$ cat src/rtl/mc_ctrl_fsm.sv
// Multicycle MIPS main control unit.
// Steps each instruction through fetch/decode/execute/memory/writeback from
// the opcode and drives datapath selects, write strobes and ALUOp for ALUctrl.
module mc_ctrl_fsm #(
    parameter int CNT_W = 16
) (
    input  logic             clk,
    input  logic             rst_n,
    input  logic [5:0]       opcode,
    input  logic             zero,
    input  logic             mem_ready,
    output logic             PCWrite,
    output logic             Branch,
    output logic             pc_en,
    output logic             IorD,
    output logic             MemRead,
    output logic             MemWrite,
    output logic             IRWrite,
    output logic             RegDst,
    output logic             MemtoReg,
    output logic             RegWrite,
    output logic             ALUSrcA,
    output logic [1:0]       ALUSrcB,
    output logic [1:0]       PCSource,
    output logic [2:0]       ALUOp,
    output logic             illegal_op,
    output logic [3:0]       state,
    output logic [CNT_W-1:0] instr_count
);

    localparam logic [3:0] S_FETCH   = 4'd0;
    localparam logic [3:0] S_DECODE  = 4'd1;
    localparam logic [3:0] S_MEMADR  = 4'd2;
    localparam logic [3:0] S_MEMRD   = 4'd3;
    localparam logic [3:0] S_MEMWB   = 4'd4;
    localparam logic [3:0] S_MEMWR   = 4'd5;
    localparam logic [3:0] S_EXEC    = 4'd6;
    localparam logic [3:0] S_RTYPEWB = 4'd7;
    localparam logic [3:0] S_BRANCH  = 4'd8;
    localparam logic [3:0] S_ADDIEX  = 4'd9;
    localparam logic [3:0] S_ADDIWB  = 4'd10;
    localparam logic [3:0] S_JUMP    = 4'd11;

    localparam logic [5:0] OP_R    = 6'b000000;
    localparam logic [5:0] OP_J    = 6'b000010;
    localparam logic [5:0] OP_BEQ  = 6'b000100;
    localparam logic [5:0] OP_ADDI = 6'b001000;
    localparam logic [5:0] OP_LW   = 6'b100011;
    localparam logic [5:0] OP_SW   = 6'b101011;

    localparam logic [2:0] ALU_ADD   = 3'b000;
    localparam logic [2:0] ALU_SUB   = 3'b001;
    localparam logic [2:0] ALU_FUNCT = 3'b010;

    logic [3:0] cur;
    logic [3:0] nxt;
    logic       retire;
    logic       op_legal;

    assign state = cur;

    // State register; reset abandons any in-flight instruction.
    always_ff @(posedge clk or negedge rst_n) begin
        if (!rst_n) cur <= S_FETCH;
        else        cur <= nxt;
    end

    // Next-state selection; memory states hold until the handshake completes.
    always_comb begin
        nxt = S_FETCH;
        case (cur)
            S_FETCH:  nxt = mem_ready ? S_DECODE : S_FETCH;
            S_DECODE: begin
                case (opcode)
                    OP_LW, OP_SW: nxt = S_MEMADR;
                    OP_R:         nxt = S_EXEC;
                    OP_BEQ:       nxt = S_BRANCH;
                    OP_ADDI:      nxt = S_ADDIEX;
                    OP_J:         nxt = S_JUMP;
                    default:      nxt = S_FETCH;
                endcase
            end
            // IR is stable from decode onward, so opcode is still valid here.
            S_MEMADR: nxt = (opcode == OP_SW) ? S_MEMWR : S_MEMRD;
            S_MEMRD:  nxt = mem_ready ? S_MEMWB : S_MEMRD;
            S_MEMWR:  nxt = mem_ready ? S_FETCH : S_MEMWR;
            S_EXEC:   nxt = S_RTYPEWB;
            S_ADDIEX: nxt = S_ADDIWB;
            default:  nxt = S_FETCH;
        endcase
    end

    // Opcode support check, used only for the decode-time illegal pulse.
    always_comb begin
        case (opcode)
            OP_R, OP_J, OP_BEQ, OP_ADDI, OP_LW, OP_SW: op_legal = 1'b1;
            default:                                   op_legal = 1'b0;
        endcase
    end

    // Moore output decode; strobes are forced low while reset is held.
    always_comb begin
        PCWrite    = 1'b0;
        Branch     = 1'b0;
        IorD       = 1'b0;
        MemRead    = 1'b0;
        MemWrite   = 1'b0;
        IRWrite    = 1'b0;
        RegDst     = 1'b0;
        MemtoReg   = 1'b0;
        RegWrite   = 1'b0;
        ALUSrcA    = 1'b0;
        ALUSrcB    = 2'b00;
        PCSource   = 2'b00;
        ALUOp      = ALU_ADD;
        illegal_op = 1'b0;
        case (cur)
            S_FETCH: begin
                MemRead = 1'b1;
                ALUSrcB = 2'b01;
                IRWrite = mem_ready;
                PCWrite = mem_ready;
            end
            S_DECODE: begin
                ALUSrcB    = 2'b11;
                illegal_op = !op_legal;
            end
            S_MEMADR: begin
                ALUSrcA = 1'b1;
                ALUSrcB = 2'b10;
            end
            S_MEMRD: begin
                MemRead = 1'b1;
                IorD    = 1'b1;
            end
            S_MEMWB: begin
                MemtoReg = 1'b1;
                RegWrite = 1'b1;
            end
            S_MEMWR: begin
                MemWrite = 1'b1;
                IorD     = 1'b1;
            end
            S_EXEC: begin
                ALUSrcA = 1'b1;
                ALUOp   = ALU_FUNCT;
            end
            S_RTYPEWB: begin
                RegDst   = 1'b1;
                RegWrite = 1'b1;
            end
            S_BRANCH: begin
                ALUSrcA  = 1'b1;
                ALUOp    = ALU_SUB;
                PCSource = 2'b01;
                Branch   = 1'b1;
            end
            S_ADDIEX: begin
                ALUSrcA = 1'b1;
                ALUSrcB = 2'b10;
            end
            S_ADDIWB: RegWrite = 1'b1;
            S_JUMP: begin
                PCSource = 2'b10;
                PCWrite  = 1'b1;
            end
            default: ;
        endcase
        if (!rst_n) begin
            PCWrite    = 1'b0;
            Branch     = 1'b0;
            MemRead    = 1'b0;
            MemWrite   = 1'b0;
            IRWrite    = 1'b0;
            RegWrite   = 1'b0;
            illegal_op = 1'b0;
        end
        pc_en = PCWrite | (Branch & zero);
    end

    // An instruction retires on the edge that leaves its final state.
    always_comb begin
        case (cur)
            S_MEMWB, S_RTYPEWB, S_BRANCH, S_ADDIWB, S_JUMP: retire = 1'b1;
            S_MEMWR: retire = mem_ready;
            default: retire = 1'b0;
        endcase
    end

    // Retired-instruction counter, wraps naturally at 2^CNT_W.
    always_ff @(posedge clk or negedge rst_n) begin
        if (!rst_n)      instr_count <= '0;
        else if (retire) instr_count <= instr_count + {{(CNT_W-1){1'b0}}, 1'b1};
    end

endmodule

$ cat config.mk
export PLATFORM = sky130hd
export DESIGN_NAME = mc_ctrl_fsm
export DESIGN_NICKNAME = d
export VERILOG_FILES = /design/src/rtl/mc_ctrl_fsm.sv
export SDC_FILE = /design/constraint.sdc
export NUM_CORES = 1
export LEC_CHECK = 0
export BUFFER_PORTS_ARGS = -buffer_cell sky130_fd_sc_hd__buf_2
export CAP_MARGIN = 20
export CELL_PAD_IN_SITES_DETAIL_PLACEMENT = 0
export CELL_PAD_IN_SITES_GLOBAL_PLACEMENT = 1
export CORE_MARGIN = 10
export CORE_UTILIZATION = 35
export DETAILED_ROUTE_END_ITERATION = 8
export GPL_TIMING_DRIVEN = 0
export PLACE_DENSITY = 0.76
export SETUP_SLACK_MARGIN = 0.4
export SLEW_MARGIN = 20
export SYNTH_ARGS = -nofsm -noshare
export SYNTH_HDL_FRONTEND = slang
export SYNTH_SLANG_ARGS = --single-unit
$ cat constraint.sdc
create_clock -name clk -period 1.64 [get_ports clk]
set_input_delay 0.164 -clock clk [delete_from_list [all_inputs] [get_ports clk]]
set_output_delay 0.164 -clock clk [all_outputs]
set_load 0.02 [all_outputs]
; ---- Yosys cells after proc, flatten, opt, wreduce, memory -nomap -nowiden
; Cells that the tools add are included.
[totals]
ff_bits = 20
out_inout_bits = 39
[op_classes]
addsub = 1
eq_ne = 16
muxes = 29
n_bitwise = 2
n_reduce_logical = 11
[op_table]
columns = operator, n
row1 = case mux 4 bit (7 select lines), 1
row2 = case mux 4 bit (5 select lines), 1
row3 = two-way mux 1 bit, 19
row4 = "adder 16 x 1 -> 16 bit, second input constant", 1
row5 = "equality test 4 x 3 -> 1 bit, second input constant", 4
row6 = "equality test 4 bit, second input constant", 4
row7 = "equality test 6 bit, second input constant", 2
row8 = two-way mux 3 bit, 3
row9 = "equality test 4 x 2 -> 1 bit, second input constant", 2
row10 = case mux 2 bit (2 select lines), 2
row11 = OR reduction 2 bit, 4
row12 = "equality test 6 x 2 -> 1 bit, second input constant", 1
row13 = "equality test 6 x 3 -> 1 bit, second input constant", 1
row14 = "equality test 6 x 4 -> 1 bit, second input constant", 1
row15 = logical NOT 6 bit, 1
row16 = case mux 2 bit (3 select lines), 1
row17 = OR reduction 6 bit, 1
row18 = OR reduction 5 bit, 1
row19 = "equality test 4 x 1 -> 1 bit, second input constant", 1
row20 = logical NOT 4 bit, 1
row21 = case mux 1 bit (2 select lines), 2
row22 = OR reduction 4 bit, 1
row23 = OR reduction 3 bit, 1
row24 = AND 1 bit, 1
row25 = other kinds (2), 2

; ---- Longest topological paths before layout
[depth]
ltp_word = 6
depth_mapped = 6
ltp_nobuf = 5

; ---- Worst setup path before layout
; No wires, ideal clock.
[synth_timing]
path_type = register to output
startpoint = register cur[2], in the netlist state[2]
endpoint = output pc_en
arrival_time_ns = 1.866
required_ns = 1.476
setup_slack_ns = -0.390
path_stages_with_launch = 5
cell_sequence = dfrtp_1 > nand2b_1 > nor3_1 > and2_1 > a32o_1
[synth_via]
elab_chain_cells = 5
elab_cells_between_ends = 9
[synth_rtl]
columns = element, line_no
row1 = from (decl), 55  ; logic [3:0] cur;
row2 = from (signal assigned), 65  ; else cur <= nxt;
row3 = equality test 4 bit, 117  ; case (cur)
row4 = two-way mux 1 bit, 117
row5 = two-way mux 1 bit, 169  ; if (!rst_n) begin
row6 = net Branch, 13  ; output logic Branch,
row7 = AND 1 bit, 178  ; pc_en = PCWrite | (Branch & zero);
row8 = OR 1 bit, 178
row9 = to (decl), 14  ; output logic pc_en,
; The timed path passes the listed nets, and every way through them passes these cells.

; ---- Worst setup path in the final report
[layout_timing]
startpoint = register cur[3], in the netlist state[3]
endpoint = output RegWrite
[layout_via]
elab_chain_cells = 4
elab_cells_between_ends = 6
[layout_rtl]
columns = element, line_no
row1 = equality test 4 x 3 -> 1 bit / equality test 4 bit (equally long branches), 117
row2 = OR reduction 3 bit (no source line) (*), -
row3 = two-way mux 1 bit (*), 117
row4 = two-way mux 1 bit (*), 169
row5 = to (decl), 21  ; output logic RegWrite,
; Every way passes the cells marked *; elsewhere a longest branch is shown, timed or not.

==> flow_metrics.tcl <==
set metrics [dict create \
    status "finished with violations" \
    failed_checks "hold timing, setup timing" \
    cp_max_fo 5 \
    dieArea_um2 6699 \
    start_util_pct 36.30 \
    vias 1400 \
    syn_avg_cell_area_um2 8.925 \
    worst_slack_ns -0.06204 \
    place_ws_ns 0.009332 \
    slew_headroom_pct 58.54 \
    wl_met3_um 302 \
    required_ns 1.48 \
    wl_um 4266 \
    cts_max_path_buffers 2 \
    grt_start_max_net_pins 28 \
    yosys.area.top_type "dfrtp_1" \
    period_needed_ns 1.702 \
    synthCells 150 \
    cp-end-kind "primary output" \
    finClkSkew_ns 0.001130 \
    io_pins 49 \
    synth_top_area_share_pct 37.38 \
    overflow 0 \
    ys_seq_area_share_pct 37.38 \
    setup_violations 13 \
    final_area_um2 2330 \
    clk_pin_slew_ns 0.07 \
    fillers 308 \
    gr-usage-all-layers_pct 12.48 \
    cp-start-kind "flop" \
    dr.pass1.iters 4 \
    holdWs_ns -0.1004 \
    rsz0062_at_grt "true" \
    synthesis.area_um2 1339 \
    setup_tns_ns -0.4659 \
    cts_tree "yes" \
    area_growth_pct 74.02 \
    ir_drop_mv 0.8233 \
    synth_common_cells "dfrtp_1 (20), xnor2_1 (17), nand2_1 (13), nor2_1 (11)" \
    fin_nets 238 \
    viasPerCell 5.109 \
    worstPathArrival_ns 1.54 \
    drc 0 \
    yosysUniqueCellTypes 44 \
    topRoutingLayerUsed "met4" \
    yosysWarnings 0 \
    drive_gt1_share_pct 61.06 \
    syn-num-nets 161 \
    hold_violations 20 \
    gp_congestion 0.8078 \
    crit_start "state[3]$_DFF_PN0_" \
    dr_wl_met2_um 2186 \
    max_freq_mhz 587.5 \
    met1_length_um 1769 \
    antenna_found_initial 0 \
    timing.reg2reg.worst_path_depth 8 \
    core_region_area_um2 3689 \
    grt_pass1_vias 1409 \
    grt_pass1_wl_um 6851 \
    r2r_start "state[0]$_DFF_PN0_" \
    fp.dieH_um 81.85 \
    cts_root_buf "clkbuf_8" \
    criticalPathCategory "flop to primary output" \
    tightest_slew_ns 0.6163 \
    synth_flop_cell "dfrtp_1" \
    clock_latency_ns 0.25 \
    routedWlPerCell_um 15.57 \
    rows 22 \
    port_buffers 46 \
    n_antenna_cell 0 \
    finalCritPeriodShare_pct 103.8 \
    ant_nets 0 \
    synth-edff-count 0 \
    place_hpwl_um 2923 \
    drv_cap 0 \
    synth.most_common_cell "dfrtp_1" \
    p_per_area_nw_per_um2 1272 \
    leakagePower_uw 0.001021 \
    dr.first_iter.drc_count 132 \
    hold_path_class "input pin to async pin" \
    h-tree-depth 1 \
    clock-sinks 20 \
    dpl_cell_area_um2 1841 \
    fp.dieW_um 81.85 \
    drv_slew 0 \
    async_flop_share_pct 100.0 \
    ys_ff_latch 20 \
    synth.top_cells.by_area "dfrtp_1 (37%), xnor2_1 (11%), nand4_1 (3.7%)" \
    cts_buffers 3 \
]
power breakdown:
group	switching [uW]	internal, uW
Combinational	985	980
Sequential	104	568
Clock	154	173
critical path, stage by stage (launching register included):
cell and delay [ns]:
dfrtp_2 0.44, buf_6 0.13, nand2b_4 0.18, mux2i_2 0.20, a21oi_2 0.09, nor2b_2 0.12
buf_6 0.12
state kept, by name, summed over array words and instances (netlist names):
register and flops:
instr_count 16, state 4
metrics by stage:
| stage | cells | util, % | hold slack (ns) | power (uW) |
|---|---|---|---|---|
| final | 274 | 63.16 | -0.1004 | 2964 |
| after global routing | 274 | 63.16 | -0.06078 | 3159 |
| after CTS | 273 | 61.70 | -0.08236 | 2880 |
| after detailed placement | 244 | 49.90 | 0.1927 | 2028 |
| after global placement | 244 | 49.90 | 0.1778 | 2007 |
| after floorplan | 150 | - | -0.1316 | 1684 |
per-layer routing:
metal,GRT usage [%],vias up
met5,0,-
met1,15.22,676
li1,-,686
met2,21.79,36
met3,3.603,2
met4,1.531,0
final timing paths:
path                                                     to  slack (ns)
worst max register to register   instr_count[9]$_DFFE_PN0P_       -0.04
worst min-delay path            instr_count[15]$_DFFE_PN0P_       -0.10
min in group clk                         state[0]$_DFF_PN0_        0.28
max in group asynchronous                state[1]$_DFF_PN0_        1.32
worst min register to register  instr_count[15]$_DFFE_PN0P_        0.47
worst max-delay path                               RegWrite       -0.06
repair_timing:
item,CTS,global route
pin swaps,24,9
endpoints found under the hold margin,20,20
buffers inserted,25,1
endpoints found under the setup margin,37,39
gates cloned,0,0
gates resized for setup,49,13
placed cells by master (no fill, tap or decap), types with 2 or more instances in the layout:
| master | instances |
|---|---|
| buf_2 | 28 |
| buf_4 | 26 |
| buf_6 | 23 |
| xnor2_1 | 15 |
| dfrtp_1 | 15 |
| nand2_1 | 8 |
| nand4_1 | 8 |
| nor2_1 | 7 |
| clkbuf_8 | 5 |
| nand2_2 | 5 |
| nand3_2 | 5 |
| dfrtp_2 | 5 |
| nand2b_1 | 4 |
| and3_1 | 4 |
| nand2b_4 | 3 |
| nand3_1 | 3 |
| nor2_4 | 3 |
| nor3_4 | 3 |
| o21ai_0 | 3 |
| a21oi_4 | 3 |
| nor3b_4 | 2 |
| nor2b_2 | 2 |
| nor3_1 | 2 |
| a21oi_1 | 2 |
| a21oi_2 | 2 |
| o31ai_2 | 2 |
| nor3_2 | 2 |
| o21ai_2 | 2 |
| clkbuf_1 | 2 |
| nand4b_1 | 2 |
kinds of logic after synthesis:
| kind of cell | synth area share (%) |
|---|---|
| fa+ha+maj | 0.9344 |
| flops | 37.38 |
| other cells | 0.2801 |
| xor+xnor | 11.78 |
| simple gates | 30.38 |
| mux | 2.336 |
| buf+inv | 4.205 |
| compound gates | 12.71 |
layout make-up:
| type | count | area (um2) | area share, % |
|---|---|---|---|
| Buffer | 10 | 120.1 | 5.156 |
| Inverter | 1 | 3.754 | 0.1611 |
| Clock buffer | 4 | 45.04 | 1.933 |
| Timing Repair Buffer | 72 | 545.5 | 23.42 |
| Tap cell | 48 | 60.06 | 2.578 |
| Multi-Input combinational cell | 119 | 1049 | 45.01 |
| Sequential cell | 20 | 506.7 | 21.75 |
(Power assumes the default switching activity.)
